### src/rtl/uart_tx_gen2_if.sv
// Write-side handshake of the UART transmitter: the producer offers P_DATA with
// Data_Valid, and the transmitter answers with Ready while its FIFO has room.
interface uart_tx_gen2_if #(
  parameter int DATA_W = 8
);
  logic              Data_Valid;
  logic [DATA_W-1:0] P_DATA;
  logic              Ready;

  modport master (output Data_Valid, output P_DATA, input Ready);
  modport slave  (input Data_Valid, input P_DATA, output Ready);
endinterface

### src/rtl/uart_tx_gen2.sv
// UART transmitter with a small write FIFO, optional parity and one or two stop bits.
// Line settings are captured at each frame start so mid-frame changes only affect later frames.
module uart_tx_gen2 #(
  parameter int DATA_W     = 8,
  parameter int FIFO_DEPTH = 4,
  parameter int PRESCALE_W = 16
) (
  input  logic                          CLK,
  input  logic                          RST,
  input  logic                          PAR_EN,
  input  logic                          PAR_TYP,
  input  logic                          STOP2,
  input  logic [PRESCALE_W-1:0]         PRESCALE,
  uart_tx_gen2_if.slave                 bus_if,
  output logic                          TX_OUT,
  output logic                          Busy,
  output logic [$clog2(FIFO_DEPTH):0]   Fifo_Count
);
  localparam int AW = $clog2(FIFO_DEPTH);
  localparam int CW = AW + 1;
  localparam int BW = $clog2(DATA_W);
  localparam logic [CW-1:0] FULL_CNT = CW'(FIFO_DEPTH);

  typedef enum logic [2:0] {IDLE, START, DATA, PARITY, STOP} state_t;

  logic [DATA_W-1:0]     mem_q [FIFO_DEPTH];
  logic [AW-1:0]         wr_ptr_q, rd_ptr_q;
  logic [CW-1:0]         count_q, count_d;
  state_t                state_q;
  logic [PRESCALE_W-1:0] presc_q, cnt_q, presc_live;
  logic [BW-1:0]         bit_q;
  logic [DATA_W-1:0]     sh_q;
  logic                  stop_q, par_en_q, stop2_q, par_q;
  logic                  tx_q, busy_q;
  logic                  push, pop, empty, full, bit_end, last_stop;

  assign presc_live = (PRESCALE == '0) ? PRESCALE_W'(1) : PRESCALE;
  assign empty      = (count_q == '0);
  assign full       = (count_q == FULL_CNT);
  assign bit_end    = (cnt_q == '0);
  // Second stop bit still pending means the frame has not finished yet.
  assign last_stop  = (state_q == STOP) && bit_end && !(stop2_q && !stop_q);

  // Both decisions use the registered count, so a word pushed into an empty
  // FIFO is popped one cycle later and a pop never frees room for a same-cycle push.
  assign push = bus_if.Data_Valid && !full && !RST;
  assign pop  = !RST && !empty && ((state_q == IDLE) || last_stop);

  assign bus_if.Ready = !full;
  assign TX_OUT       = tx_q;
  assign Busy         = busy_q;
  assign Fifo_Count   = count_q;

  always_comb begin
    count_d = count_q;
    case ({push, pop})
      2'b10:   count_d = count_q + CW'(1);
      2'b01:   count_d = count_q - CW'(1);
      default: count_d = count_q;
    endcase
  end

  always_ff @(posedge CLK) begin
    if (RST) begin
      wr_ptr_q <= '0;
      rd_ptr_q <= '0;
      count_q  <= '0;
    end else begin
      if (push) wr_ptr_q <= wr_ptr_q + AW'(1);
      if (pop)  rd_ptr_q <= rd_ptr_q + AW'(1);
      count_q <= count_d;
    end
  end

  always_ff @(posedge CLK) begin
    if (push) mem_q[wr_ptr_q] <= bus_if.P_DATA;
  end

  always_ff @(posedge CLK) begin
    if (RST) begin
      state_q  <= IDLE;
      tx_q     <= 1'b1;
      busy_q   <= 1'b0;
      cnt_q    <= '0;
      bit_q    <= '0;
      stop_q   <= 1'b0;
      par_en_q <= 1'b0;
      stop2_q  <= 1'b0;
    end else if (pop) begin
      state_q  <= START;
      tx_q     <= 1'b0;
      busy_q   <= 1'b1;
      cnt_q    <= presc_live - PRESCALE_W'(1);
      presc_q  <= presc_live;
      par_en_q <= PAR_EN;
      stop2_q  <= STOP2;
      par_q    <= (^mem_q[rd_ptr_q]) ^ PAR_TYP;
      sh_q     <= mem_q[rd_ptr_q];
    end else if (state_q != IDLE) begin
      if (!bit_end) begin
        cnt_q <= cnt_q - PRESCALE_W'(1);
      end else begin
        cnt_q <= presc_q - PRESCALE_W'(1);
        case (state_q)
          START: begin
            state_q <= DATA;
            tx_q    <= sh_q[0];
            sh_q    <= {1'b0, sh_q[DATA_W-1:1]};
            bit_q   <= '0;
          end
          DATA: begin
            if (bit_q == BW'(DATA_W - 1)) begin
              if (par_en_q) begin
                state_q <= PARITY;
                tx_q    <= par_q;
              end else begin
                state_q <= STOP;
                tx_q    <= 1'b1;
                stop_q  <= 1'b0;
              end
            end else begin
              bit_q <= bit_q + BW'(1);
              tx_q  <= sh_q[0];
              sh_q  <= {1'b0, sh_q[DATA_W-1:1]};
            end
          end
          PARITY: begin
            state_q <= STOP;
            tx_q    <= 1'b1;
            stop_q  <= 1'b0;
          end
          STOP: begin
            if (stop2_q && !stop_q) begin
              stop_q <= 1'b1;
            end else begin
              state_q <= IDLE;
              tx_q    <= 1'b1;
              busy_q  <= 1'b0;
            end
          end
          default: begin
            state_q <= IDLE;
            tx_q    <= 1'b1;
            busy_q  <= 1'b0;
          end
        endcase
      end
    end
  end
endmodule

### src/flat_wrapper.sv
// flat-port wrapper written by rule: the top's interface ports become plain ports
module uart_tx_gen2_flat 
#(
  parameter int DATA_W     = 8,
  parameter int FIFO_DEPTH = 4,
  parameter int PRESCALE_W = 16
)
  (CLK, RST, PAR_EN, PAR_TYP, STOP2, PRESCALE, TX_OUT, Busy, Fifo_Count, bus_if_Data_Valid, bus_if_P_DATA, bus_if_Ready);
  uart_tx_gen2_if #(.DATA_W(DATA_W)) bus_if_i ();
  input  logic CLK;
  input  logic RST;
  input  logic PAR_EN;
  input  logic PAR_TYP;
  input  logic STOP2;
  input  logic [PRESCALE_W-1:0] PRESCALE;
  output logic TX_OUT;
  output logic Busy;
  output logic [$clog2(FIFO_DEPTH):0] Fifo_Count;
  input wire logic [$bits(bus_if_i.Data_Valid)-1:0] bus_if_Data_Valid;
  input wire logic [$bits(bus_if_i.P_DATA)-1:0] bus_if_P_DATA;
  output wire logic [$bits(bus_if_i.Ready)-1:0] bus_if_Ready;
  assign bus_if_i.Data_Valid = bus_if_Data_Valid;
  assign bus_if_i.P_DATA = bus_if_P_DATA;
  assign bus_if_Ready = bus_if_i.Ready;
  uart_tx_gen2 #(.DATA_W(DATA_W), .FIFO_DEPTH(FIFO_DEPTH), .PRESCALE_W(PRESCALE_W)) u_core (.CLK(CLK), .RST(RST), .PAR_EN(PAR_EN), .PAR_TYP(PAR_TYP), .STOP2(STOP2), .PRESCALE(PRESCALE), .bus_if(bus_if_i), .TX_OUT(TX_OUT), .Busy(Busy), .Fifo_Count(Fifo_Count));
endmodule
### config.mk
export PLATFORM = sky130hd
export DESIGN_NAME = uart_tx_gen2_flat
export DESIGN_NICKNAME = d
export VERILOG_FILES = /design/src/rtl/uart_tx_gen2_if.sv /design/src/rtl/uart_tx_gen2.sv /design/src/flat_wrapper.sv
export SDC_FILE = /design/constraint.sdc
export NUM_CORES = 1
export LEC_CHECK = 0
export CAP_MARGIN = 20
export CORE_MARGIN = 2
export CORE_UTILIZATION = 54
export CTS_CLUSTER_DIAMETER = 50
export DETAILED_ROUTE_END_ITERATION = 6
export PLACE_DENSITY_LB_ADDON = 0.05
export REMOVE_ABC_BUFFERS = 1
export SYNTH_ARGS = -nofsm -noshare
export SYNTH_HDL_FRONTEND = slang
export SYNTH_SLANG_ARGS = --single-unit
### constraint.sdc
create_clock -name CLK -period 4.4 [get_ports CLK]
set_clock_uncertainty 0.1 [all_clocks]
set_input_delay 0.88 -clock CLK [delete_from_list [all_inputs] [get_ports CLK]]
set_output_delay 0.88 -clock CLK [all_outputs]
set_load 0.05 [all_outputs]
=== Yosys cells after proc, flatten, opt, wreduce, memory -nomap -nowiden ===
Memories as Yosys holds them, arrays and structs flattened. A register that Yosys moved wholly into a read port is not among the register bits.
Cells that the tools add are included.

* Bitwise gates (word level): 3
* $add $sub $neg: 8
* Reductions and logical operators: 35
* Equality and inequality tests: 17
* Multiplexer cells: 39

{| class="wikitable"
|+ Operator list
! cell !! count
|-
| 2-to-1 mux 16 bit || 4
|-
| subtractor 16 x 1 -> 16 bit, second input constant || 3
|-
| logical NOT 16 bit || 2
|-
| 2-to-1 mux 8 bit || 4
|-
| 2-to-1 mux 1 bit || 18
|-
| one-hot mux 8 bit (2 select lines) || 1
|-
| 2-to-1 mux 3 bit || 4
|-
| one-hot mux 3 bit (2 select lines) || 2
|-
| one-hot mux 3 bit (4 select lines) || 1
|-
| AND reduction 4 bit || 3
|-
| AND reduction 5 bit || 2
|-
| == test 3 bit, second input constant || 3
|-
| nonzero test 3 bit || 3
|-
| != test 2 bit, second input constant || 4
|-
| nonzero test 2 bit || 4
|-
| parity 8 bit || 1
|-
| logical AND 1 bit || 7
|-
| AND reduction 7 bit || 1
|-
| adder 3 x 1 -> 3 bit, second input constant || 2
|-
| == test 3 x 2 -> 1 bit, second input constant || 2
|-
| logical NOT 3 bit || 2
|-
| != test 3 x 2 -> 1 bit, second input constant || 2
|-
| one-hot mux 1 bit (3 select lines) || 2
|-
| logical NOT 1 bit || 5
|-
| other kinds (16) || 20
|}

* Memories: 1
* Bits in registers: 59
* Memory bits (writable): 32
* Output and inout bits: 6

{| class="wikitable"
|+ Memories
! name !! words !! width !! rd ports !! clocked after memory_dff !! wr ports !! RTL line !! source
|-
| u_core.mem_q || 4 || 8 || 1 || 1 || 1 || uart_tx_gen2.sv:26 || <nowiki>logic [DATA_W-1:0] mem_q [FIFO_DEPTH];</nowiki>
|}

=== Longest topological paths before layout ===
Gate-level depths: netlist of run 1.

* Depth in word-level cells: 8
* Depth in mapped cells: 18
* Gate-level depth less buffers: 15

=== Worst setup path before layout of run 1 ===
No wires, ideal clock.

* Path kind: register to register
* From: register u_core.count_q[2], in the netlist u_core.Fifo_Count[2]
* To: register u_core.cnt_q[14]
* Stages on the path, launching flop included: 18
* Path slack: 0.275 ns
* Arrival time: 3.940 ns
* Buffers on the path: 4
* Required time: 4.214 ns
* Cell sequence: dfxtp_1 -> or3_4 -> and4_4 -> buf_6 -> a31oi_4 -> inv_2 -> clkbuf_1 -> buf_2 -> buf_1 -> a21oi_1 -> ha_1 -> inv_1 -> or3_1 -> o32ai_2 -> nand4_2 -> nor4b_2 -> xor2_1 -> a211oi_1

* Cells in the longest elaborated chain, start to end: 5
* Elaborated cells between the ends (all ways): 6

{| class="wikitable"
|+ RTL lines
! item !! RTL line !! source
|-
| from (decl) || uart_tx_gen2.sv:28 || <nowiki>logic [CW-1:0] count_q, count_d;</nowiki>
|-
| from (signal assigned) || uart_tx_gen2.sv:71 || <nowiki>count_q <= count_d;</nowiki>
|-
| logical NOT 3 bit * || uart_tx_gen2.sv:38 || <nowiki>assign empty = (count_q == '0);</nowiki>
|-
| logical NOT 1 bit * || uart_tx_gen2.sv:47 || <nowiki>assign pop = !RST && !empty && ((state_q == IDLE) || last_stop);</nowiki>
|-
| logical AND 1 bit * (2 in series) || uart_tx_gen2.sv:47 ||
|-
| named net u_core.pop || uart_tx_gen2.sv:35 || <nowiki>logic push, pop, empty, full, bit_end, last_stop;</nowiki>
|-
| 2-to-1 mux 16 bit or nonzero test 2 bit (tied branches) || -- ||
|-
| to (signal assigned) || uart_tx_gen2.sv:93 || <nowiki>cnt_q <= presc_live - PRESCALE_W'(1);</nowiki>
|-
| to (signal assigned) || uart_tx_gen2.sv:101 || <nowiki>cnt_q <= cnt_q - PRESCALE_W'(1);</nowiki>
|-
| to (signal assigned) || uart_tx_gen2.sv:103 || <nowiki>cnt_q <= presc_q - PRESCALE_W'(1);</nowiki>
|-
| to (decl) || uart_tx_gen2.sv:30 || <nowiki>logic [PRESCALE_W-1:0] presc_q, cnt_q, presc_live;</nowiki>
|}

The timed path passes the listed nets; every way through them passes the cells marked *.
A chain may end at the register's enable or synchronous reset.

=== Worst setup path in the final report of run 1 ===
* From: input port RST
* To: register u_core.cnt_q[14]

* Cells in the longest elaborated chain, start to end: 4
* Elaborated cells between the ends (all ways): 5

{| class="wikitable"
|+ RTL lines
! item !! RTL line !! source
|-
| from (decl) || flat_wrapper.sv:11 || <nowiki>input logic RST;</nowiki>
|-
| logical NOT 1 bit || uart_tx_gen2.sv:47 ||
|-
| logical AND 1 bit (2 in series) || uart_tx_gen2.sv:47 ||
|-
| 2-to-1 mux 16 bit or nonzero test 2 bit (tied branches) || -- ||
|}

Parallel ways exist; a longest one is shown, timed or not.

==> results.cfg, run 1 <==
[floorplan]
core_mm2 = 0.008217
die_y_um = 96.08
io_pins = 36
die_x_um = 96.08
rows = 33
start_util_pct = 55.72
die_area_mm2 = 0.009230

[worst_setup_path]
slowest_stage = clkdlybuf4s50_1
path_buf_inv = 4
critPathLaunchType = input port
r2r_start = u_core.cnt_q[3]
max_stage_delay_ns = 0.52
crit_start = RST
required_ns = 4.58
critPathArrivalTime_ns = 4.13
worstSetupEndpoint = u_core.cnt_q[14]
reg2regPathDepth = 14
r2r_slack_ns = 0.71
path_cells = clkdlybuf4s50_1 > nor3_2 > and4_4 > a31oi_4 > inv_2 > a211oi_1 > a21oi_1 > inv_1 > ha_1 > inv_1 > or3_1 > o32ai_2 > nand4_2 > nor4b_2 > xor2_1 > a211oi_1
cp_num_cells = 16
worstSetupEndpointType = flip-flop
crit_fanout = 8
critical_path_class = in -> reg
cp_top_family = simple AND/OR/NAND/NOR gates
rr_endpoint = u_core.cnt_q[14]

[status]
status = completed

[timing]
slew_viol_final = 0
finalCritPeriodShare_pct = 89.69
finalSetupViolations = 0
worst_pin_slew_ns = 0.7780
rsz0062_at_grt = no
max_slew_margin_pct = 48.08
hold_viol = 0
setup_tns_ns = 0
fmax_ghz = 0.2534
whs_ns = 0.3620
period_needed_ns = 3.946

[clock_network]
cts_buffers = 9
post_cts_resized = 0
clockRootBuffer = clkbuf_8
clk_path_buf_depth = 2
clkTransAtPathRegs_ns = 0.10
clock-sinks = 93
cts_hold_buf = 0
cts_tree = built
cts_setup_buffers = 0
clk_latency_ns = 0.37
h-tree-depth = 3

[synthesis]
synthFlopType = edfxtp_1
yosysTopAreaCell = edfxtp_1
ys_warn_count = 0
avgSynthCellArea_um2 = 10.87
ys_async_sr_fraction_pct = 0
ys_seq_area_share_pct = 53.13
synth_cells = 421
ys_ff_latch = 93
syn-cell-area_mm2 = 0.004578
synth_top_area_share_pct = 37.39
synth_edf_count = 57
synth_cell_types = 58
synth_area_leaders = edfxtp_1, dfxtp_1, mux4_2

[grt]
antenna_found_initial = 0
grt_usage_pct = 21.65
grt_pass1_wl_mm = 15.06
grt-ovfl-total = 0
grt_max_degree = 38
grt_pass1_vias = 3068

[power_and_ir_drop]
ir_drop_mv = 0.2935
power_mw = 3.627
power_density_mw_per_mm2 = 702.7
leakage_nw = 1.828

[worst_hold_path]
min_from = u_core.bit_q[1]
worstHoldPathType = reg -> reg
holdPathStages = 2

[finish]
finalNonFillerCells = 549
final_nets = 478
final_cell_mix = edfxtp_1, nand2_1, nor2_1
layout_commonest_cell = edfxtp_1
final_area_mm2 = 0.005161
drive_gt1_share_pct = 11.04
area_delta_synth_final_pct = 12.74
diodes = 0

[drt]
viasPerCell = 5.947
wirelength_mm = 9.505
drcViolationCount = 0
initialDrtViolationCount = 178
detail-route-antenna-nets = 0
first_pass_iters = 5
wl_per_cell_um = 17.31
vias = 3265

[flow_run]
maxCapViolCount = 0

[placement]
dp_cells = 533
globalplace.congestion = 0.8939
dp_hpwl_mm = 6.600
placed_cell_area_mm2 = 0.004975
port_buffers = 35
state kept, by name (all words and copies together), names as in the netlist, named ones only:
name	count
u_core.mem_q	32
u_core.Busy	1
u_core.TX_OUT	1
u_core.stop_q	1
u_core.cnt_q	16
u_core.stop2_q	1
u_core.sh_q	8
u_core.rd_ptr_q	2
u_core.presc_q	16
u_core.par_q	1
u_core.bit_q	3
u_core.par_en_q	1
u_core.Fifo_Count	3
u_core.wr_ptr_q	2
u_core.state_q	3
worst min path at each step:
stage                            to
CTS                 u_core.bit_q[1]
detailed placement  u_core.bit_q[1]
global route        u_core.bit_q[1]
floorplan            u_core.stop2_q
global placement    u_core.bit_q[1]
finish              u_core.bit_q[1]
area by class of cell:
type                    count  area [um^2]
multi-input cells         277         1944
well taps                 105        131.4
clock buffers               9        123.9
flip-flops and latches     93         2432
inverters                  15        56.30
repair buffers             43        410.4
clock inverters             7        62.56
fillers                   675         3055
metrics by stage:
step           utilization, %  worst slack [ns]
4_1_cts                 62.81            0.4921
5_1_grt                 62.81            0.2846
2_1_floorplan               -            0.1986
3_5_place_dp            60.55            0.1178
6_report                62.81            0.4536
3_3_place_gp            60.55            0.2382
cell usage after synthesis (3+ instances only):
| library cell | count |
|---|---|
| nor3b_1 | 4 |
| mux4_2 | 8 |
| o211a_1 | 7 |
| nand3_1 | 7 |
| nor3_1 | 12 |
| o32ai_1 | 6 |
| a211oi_1 | 16 |
| o32ai_2 | 3 |
| clkbuf_1 | 26 |
| xor2_1 | 9 |
| mux2i_1 | 3 |
| edfxtp_1 | 57 |
| ha_1 | 8 |
| and2_1 | 5 |
| xnor2_1 | 15 |
| or3_1 | 5 |
| nor2_1 | 42 |
| nand4_1 | 4 |
| nand2_1 | 45 |
| nor4_1 | 5 |
| buf_1 | 4 |
| buf_2 | 5 |
| nor3_2 | 3 |
| a21oi_1 | 22 |
| o21ai_0 | 12 |
| inv_1 | 14 |
| dfxtp_1 | 36 |
kinds of logic after synthesis:
logic type	share of synthesized area (%)
AND/OR/NAND/NOR	16.15
flip-flops	53.13
AO/OA/AOI/OAI	14.19
buffers and inverters	4.482
XOR/XNOR	4.592
multiplexers	4.837
adder cells (fa/ha/maj)	2.624
routing by layer:
layer | GRT usage [%] | routed length (um)
met2 | 35.76 | 4669
met1 | 28.01 | 4036
met3 | 4.150 | 583
met4 | 8.810 | 216
met5 | 0 | 0
report_power, final:
part | internal [mW] | switching (mW)
clock | 0.220 | 0.336
sequential | 1.13 | 0.132
combinational | 0.726 | 1.08
worst reg2reg max path: stages, from the launching register on:
cell      delay [ns]
dfxtp_1         0.36
nor4_1          0.40
and4_1          0.53
a31oi_4         0.15
inv_2           0.12
nor2_1          0.05
a21oi_1         0.14
ha_1            0.20
inv_1           0.07
or3_1           0.35
o32ai_2         0.19
nand4_2         0.23
nor4b_2         0.35
xor2_1          0.10
a211oi_1        0.25
Note: power is estimated with default switching activity, not from simulation.
==> run 2, diff against run 1 <==
clock period = 3.9 ns   (was 4.4 ns; I/O delays follow)
==> run 2 against run 1 <==
  * Count of clock-buffer cells in the layout up 2
  * Wire length up 0.57%
  * Hold slack better by 0.0012 ns
  * Core utilization up 1.7 points
  * Largest power group unchanged
  * Sequential share of layout area down 1.3 points
  * Sequential power up 13%
==> results.cfg, run 2 (synthesized netlist as in run 1, its figures left out) <==
[finish]
top_register = u_core.mem_q
final_cell_mix = edfxtp_1, nand2_1, nor2_1
drive_gt1_share_pct = 13.73
diodes = 0
nFillCells = 669
finalNonFillerCells = 564
layout_commonest_cell = edfxtp_1
largest_reg_flops = 32
area_delta_synth_final_pct = 15.85
final_nets = 493
reg_top3 = u_core.mem_q: 32 flops, u_core.cnt_q: 16 flops, u_core.presc_q: 16 flops

[floorplan]
io_pins = 36
rows = 33
die_x_um = 96.08
die_area_mm2 = 0.009230
start_util_pct = 55.72
die_y_um = 96.08
core_mm2 = 0.008217

[drt]
detail-route-antenna-nets = 0
drcViolationCount = 0
wirelength_mm = 9.559
wl_per_cell_um = 16.95
vias = 3307
first_pass_iters = 4
initialDrtViolationCount = 205
viasPerCell = 5.863

[clock_network]
h-tree-depth = 3
clockRootBuffer = clkbuf_8
cts_setup_buffers = 0
clk_path_buf_depth = 2
clk_latency_ns = 0.36
cts_tree = built
cts_hold_buf = 0
clkTransAtPathRegs_ns = 0.09
clock-sinks = 93
cts_buffers = 9
post_cts_resized = 0

[grt]
antenna_found_initial = 0
grt_pass1_wl_mm = 15.77
grt_usage_pct = 22.38
grt_max_degree = 38
grt-ovfl-total = 0
grt_pass1_vias = 3231

[worst_hold_path]
holdPathStages = 2
worstHoldPathType = reg -> reg

[flow_run]
maxCapViolCount = 0

[power_and_ir_drop]
ir_drop_mv = 0.3441
power_density_mw_per_mm2 = 804.1
leakage_nw = 1.911

[timing]
hold_viol = 0
rsz0062_at_grt = no
whs_ns = 0.3631
period_needed_ns = 3.664
slew_viol_final = 0
max_slew_margin_pct = 47.97
finalCritPeriodShare_pct = 93.94
finalWorstSetupSlack_ns = 0.2362
fmax_ghz = 0.2729
setup_tns_ns = 0
worst_pin_slew_ns = 0.7796
finalSetupViolations = 0

[placement]
port_buffers = 35
place_ws_ns = -0.07215
dp_hpwl_mm = 6.803
globalplace.congestion = 0.9057
dp_cells = 548

[worst_setup_path]
required_ns = 4.07
worstSetupEndpointType = flip-flop
critPathArrivalTime_ns = 3.84
crit_fanout = 4
critPathLaunchType = input port
reg2regPathDepth = 15
critical_path_class = in -> reg

[status]
status = completed
## run 2: metrics by stage
| stage | util [%] | instance area [um^2] | total power, mW |
|---|---|---|---|
| 2_1_floorplan | - | 4429 | 2.947 |
| 3_5_place_dp | 61.92 | 5087 | 3.571 |
| 4_1_cts | 64.55 | 5304 | 4.262 |
| 5_1_grt | 64.55 | 5304 | 4.553 |
| 6_report | 64.55 | 5304 | 4.265 |
| 3_3_place_gp | 61.92 | 5087 | 3.536 |
## run 2: cell type report
cell class,count,area [um^2],share of cell area (%)
Sequential cell,93,2432,45.86
Multi-Input combinational cell,277,1944,36.66
Timing Repair Buffer,58,523.0,9.861
Clock buffer,11,152.6,2.878
Tap cell,105,131.4,2.477
Clock inverter,5,63.81,1.203
Inverter,15,56.30,1.062
## run 2: final timing paths
check | to | slack, ns | start
setup / recovery | u_core.cnt_q[14] | 0.24 | RST
hold / removal | u_core.stop2_q | 0.36 | u_core.stop2_q
setup reg to reg | u_core.cnt_q[14] | 0.33 | u_core.cnt_q[3]
hold reg to reg | u_core.stop2_q | 0.36 | u_core.stop2_q
## run 2: per-layer routing
layer / GRT usage, % / wire [um] / vias to the layer above
li1: - / - / 1602
met4: 9.286 / 217 / 0
met3: 3.524 / 498 / 21
met2: 36.63 / 4595 / 88
met1: 29.73 / 4247 / 1596
met5: 0 / 0 / -
## run 2: power by group
part / switching, mW / internal, mW / leakage (nW)
Combinational: 1.25 / 0.898 / 0.989
Sequential: 0.145 / 1.28 / 0.815
Clock: 0.351 / 0.343 / 0.108
## run 2: worst max-delay path: stages
cell	delay, ns
clkdlybuf4s50_1	0.50
nor3_2	0.06
and4_4	0.21
a31oi_4	0.21
inv_2	0.07
a211oi_1	0.22
a21oi_1	0.09
inv_1	0.06
ha_1	0.15
inv_1	0.05
or3_1	0.35
o32ai_2	0.15
nand4_2	0.22
nor4b_2	0.34
xor2_1	0.11
a211oi_1	0.26
==> run 3, diff against run 2 <==
CORE_ASPECT_RATIO = 0.9   (was unset)
DONT_BUFFER_PORTS = 1   (was unset)
GPL_TIMING_DRIVEN = 0   (was unset)
==> run 3 against run 2 <==
  * Flip-flop and latch count unchanged
  * Hold slack worse by 0.012 ns
  * Clock power is 9.7% lower
  * Largest cell class unchanged
==> results.cfg, run 3 (synthesized netlist as in run 1, its figures left out) <==
[grt]
grt-ovfl-total = 0
grt_usage_pct = 21.31
grt_pass1_vias = 2995
grt_max_degree = 40
antenna_found_initial = 0
grt_pass1_wl_mm = 15.24

[drt]
vias = 3110
wirelength_mm = 9.285
viasPerCell = 6.027
drcViolationCount = 0
initialDrtViolationCount = 178
wl_per_cell_um = 17.99
detail-route-antenna-nets = 0
first_pass_iters = 4

[finish]
nFillCells = 687
final_cell_mix = edfxtp_1, nand2_1, nor2_1
area_delta_synth_final_pct = 8.745
diodes = 0
final_nets = 451
reg_top3 = u_core.mem_q: 32 flops, u_core.cnt_q: 16 flops, u_core.presc_q: 16 flops
final_area_mm2 = 0.004979
drive_gt1_share_pct = 16.07
largest_reg_flops = 32
top_register = u_core.mem_q
layout_commonest_cell = edfxtp_1

[power_and_ir_drop]
leakage_nw = 1.751
power_density_mw_per_mm2 = 851.2
ir_drop_mv = 0.3144
p_int_mw = 2.429
comb_power_share_pct = 49.9
power.switching_mw = 1.809
swShare_pct = 42.68
pwr-share-seq_pct = 35.3
pwr-share-clk_pct = 14.8

[floorplan]
io_pins = 36
rows = 31
die_area_mm2 = 0.009231
die_y_um = 91.35
die_x_um = 101.1
core_mm2 = 0.008145
start_util_pct = 56.21

[placement]
placed_cell_area_mm2 = 0.004572
globalplace.congestion = 0.8247
port_buffers = 0
dp_hpwl_mm = 6.233

[worst_hold_path]
worstHoldPathType = reg -> reg
holdPathStages = 2

[timing]
max_slew_margin_pct = 49.16
hold_viol = 0
fmax_ghz = 0.2695
worst_pin_slew_ns = 0.7617
slew_viol_final = 0
finalSetupViolations = 0
period_needed_ns = 3.711
whs_ns = 0.3513
finalCritPeriodShare_pct = 95.15

[clock_network]
h-tree-depth = 3
cts_buffers = 9
clkTransAtPathRegs_ns = 0.10
cts_hold_buf = 0
clockRootBuffer = clkbuf_8
clk_path_buf_depth = 2
clock-sinks = 93
cts_tree = built
clk_latency_ns = 0.37

[worst_setup_path]
critical_path_class = reg -> reg
crit_fanout = 6
worstSetupEndpointType = flip-flop
critPathArrivalTime_ns = 3.90
required_ns = 4.09
reg2regPathDepth = 14
critPathLaunchType = flip-flop

[flow_run]
maxCapViolCount = 0

[status]
status = completed
run 3: cell count changes in the layout (fill, tap and decap cells not counted), moves of 2 or more:
| cell | before | now |
|---|---|---|
| clkdlybuf4s50_1 | 35 | 0 |
| buf_4 | 23 | 13 |
| clkinv_4 | 0 | 2 |
| dfxtp_1 | 36 | 33 |
| nor3_4 | 0 | 2 |
| dfxtp_4 | 0 | 2 |
| a211oi_2 | 1 | 3 |
| a211oi_1 | 16 | 14 |
| clkinv_8 | 0 | 2 |
run 3: worst paths after layout:
| kind | endpoint | startpoint | slack [ns] |
|---|---|---|---|
| worst min-delay path | u_core.bit_q[1] | u_core.bit_q[1] | 0.35 |
| worst max-delay path | u_core.cnt_q[14] | u_core.Fifo_Count[2] | 0.19 |
| worst min register to register | u_core.bit_q[1] | u_core.bit_q[1] | 0.35 |
| worst max register to register | u_core.cnt_q[14] | u_core.Fifo_Count[2] | 0.19 |
run 3: worst max-delay path, cell delays in order (launching register included):
cell and delay [ns]:
dfxtp_4 0.43, or3_4 0.43, and4_4 0.21, a31oi_4 0.34, clkinv_8 0.08, buf_4 0.17
a21oi_1 0.17, ha_1 0.21, inv_1 0.08, or3_1 0.39, o32ai_4 0.19, nand4_4 0.19
nor4b_4 0.31, xor2_1 0.10, a211oi_1 0.23
run 3: layer usage:
metal	vias up	routed length (um)	global-route usage (%)
li1	1532	-	-
met1	1492	4049	28.61
met2	74	4572	34.22
met3	12	531	5.466
met4	0	132	5.968
met5	-	0	0
run 3: repair_timing:
item	4_1_cts	5_1_grt
cloned	1	1
resized for setup	10	13
pin swaps	3	4
buffers inserted	3	10
endpoints found under the setup margin	14	6
run 3: cell type report:
class / count / area [um^2] / share of cell area [%]
Timing Repair inverter: 1 / 8.758 / 0.1759
Tap cell: 99 / 123.9 / 2.488
Clock inverter: 7 / 70.07 / 1.407
Timing Repair Buffer: 14 / 112.6 / 2.262
Sequential cell: 93 / 2441 / 49.03
Multi-Input combinational cell: 278 / 2029 / 40.76
Inverter: 15 / 68.82 / 1.382
Clock buffer: 9 / 123.9 / 2.488
run 3: stage by stage:
stage	total power [mW]	setup TNS (ns)	utilization, %	setup slack [ns]	cells
after detailed placement	3.342	-7.529	56.13	-1.313	485
after floorplan	2.947	-0.8615	-	-0.3014	385
after global placement	3.298	-7.204	55.90	-1.268	484
final	4.238	0	61.12	0.1893	516
after CTS	4.074	0	59.32	0.01562	505
after global routing	4.527	-0.02323	61.12	-0.02323	516
run 3: power by group through the flow:
stage               Sequential (mW)  Clock [mW]  Combinational, mW
floorplan                      1.46           0               1.48
global placement               1.50           0               1.80
detailed placement             1.51           0               1.84
CTS                            1.49       0.649               1.94
global route                   1.52       0.680               2.33
finish                         1.50       0.627               2.11
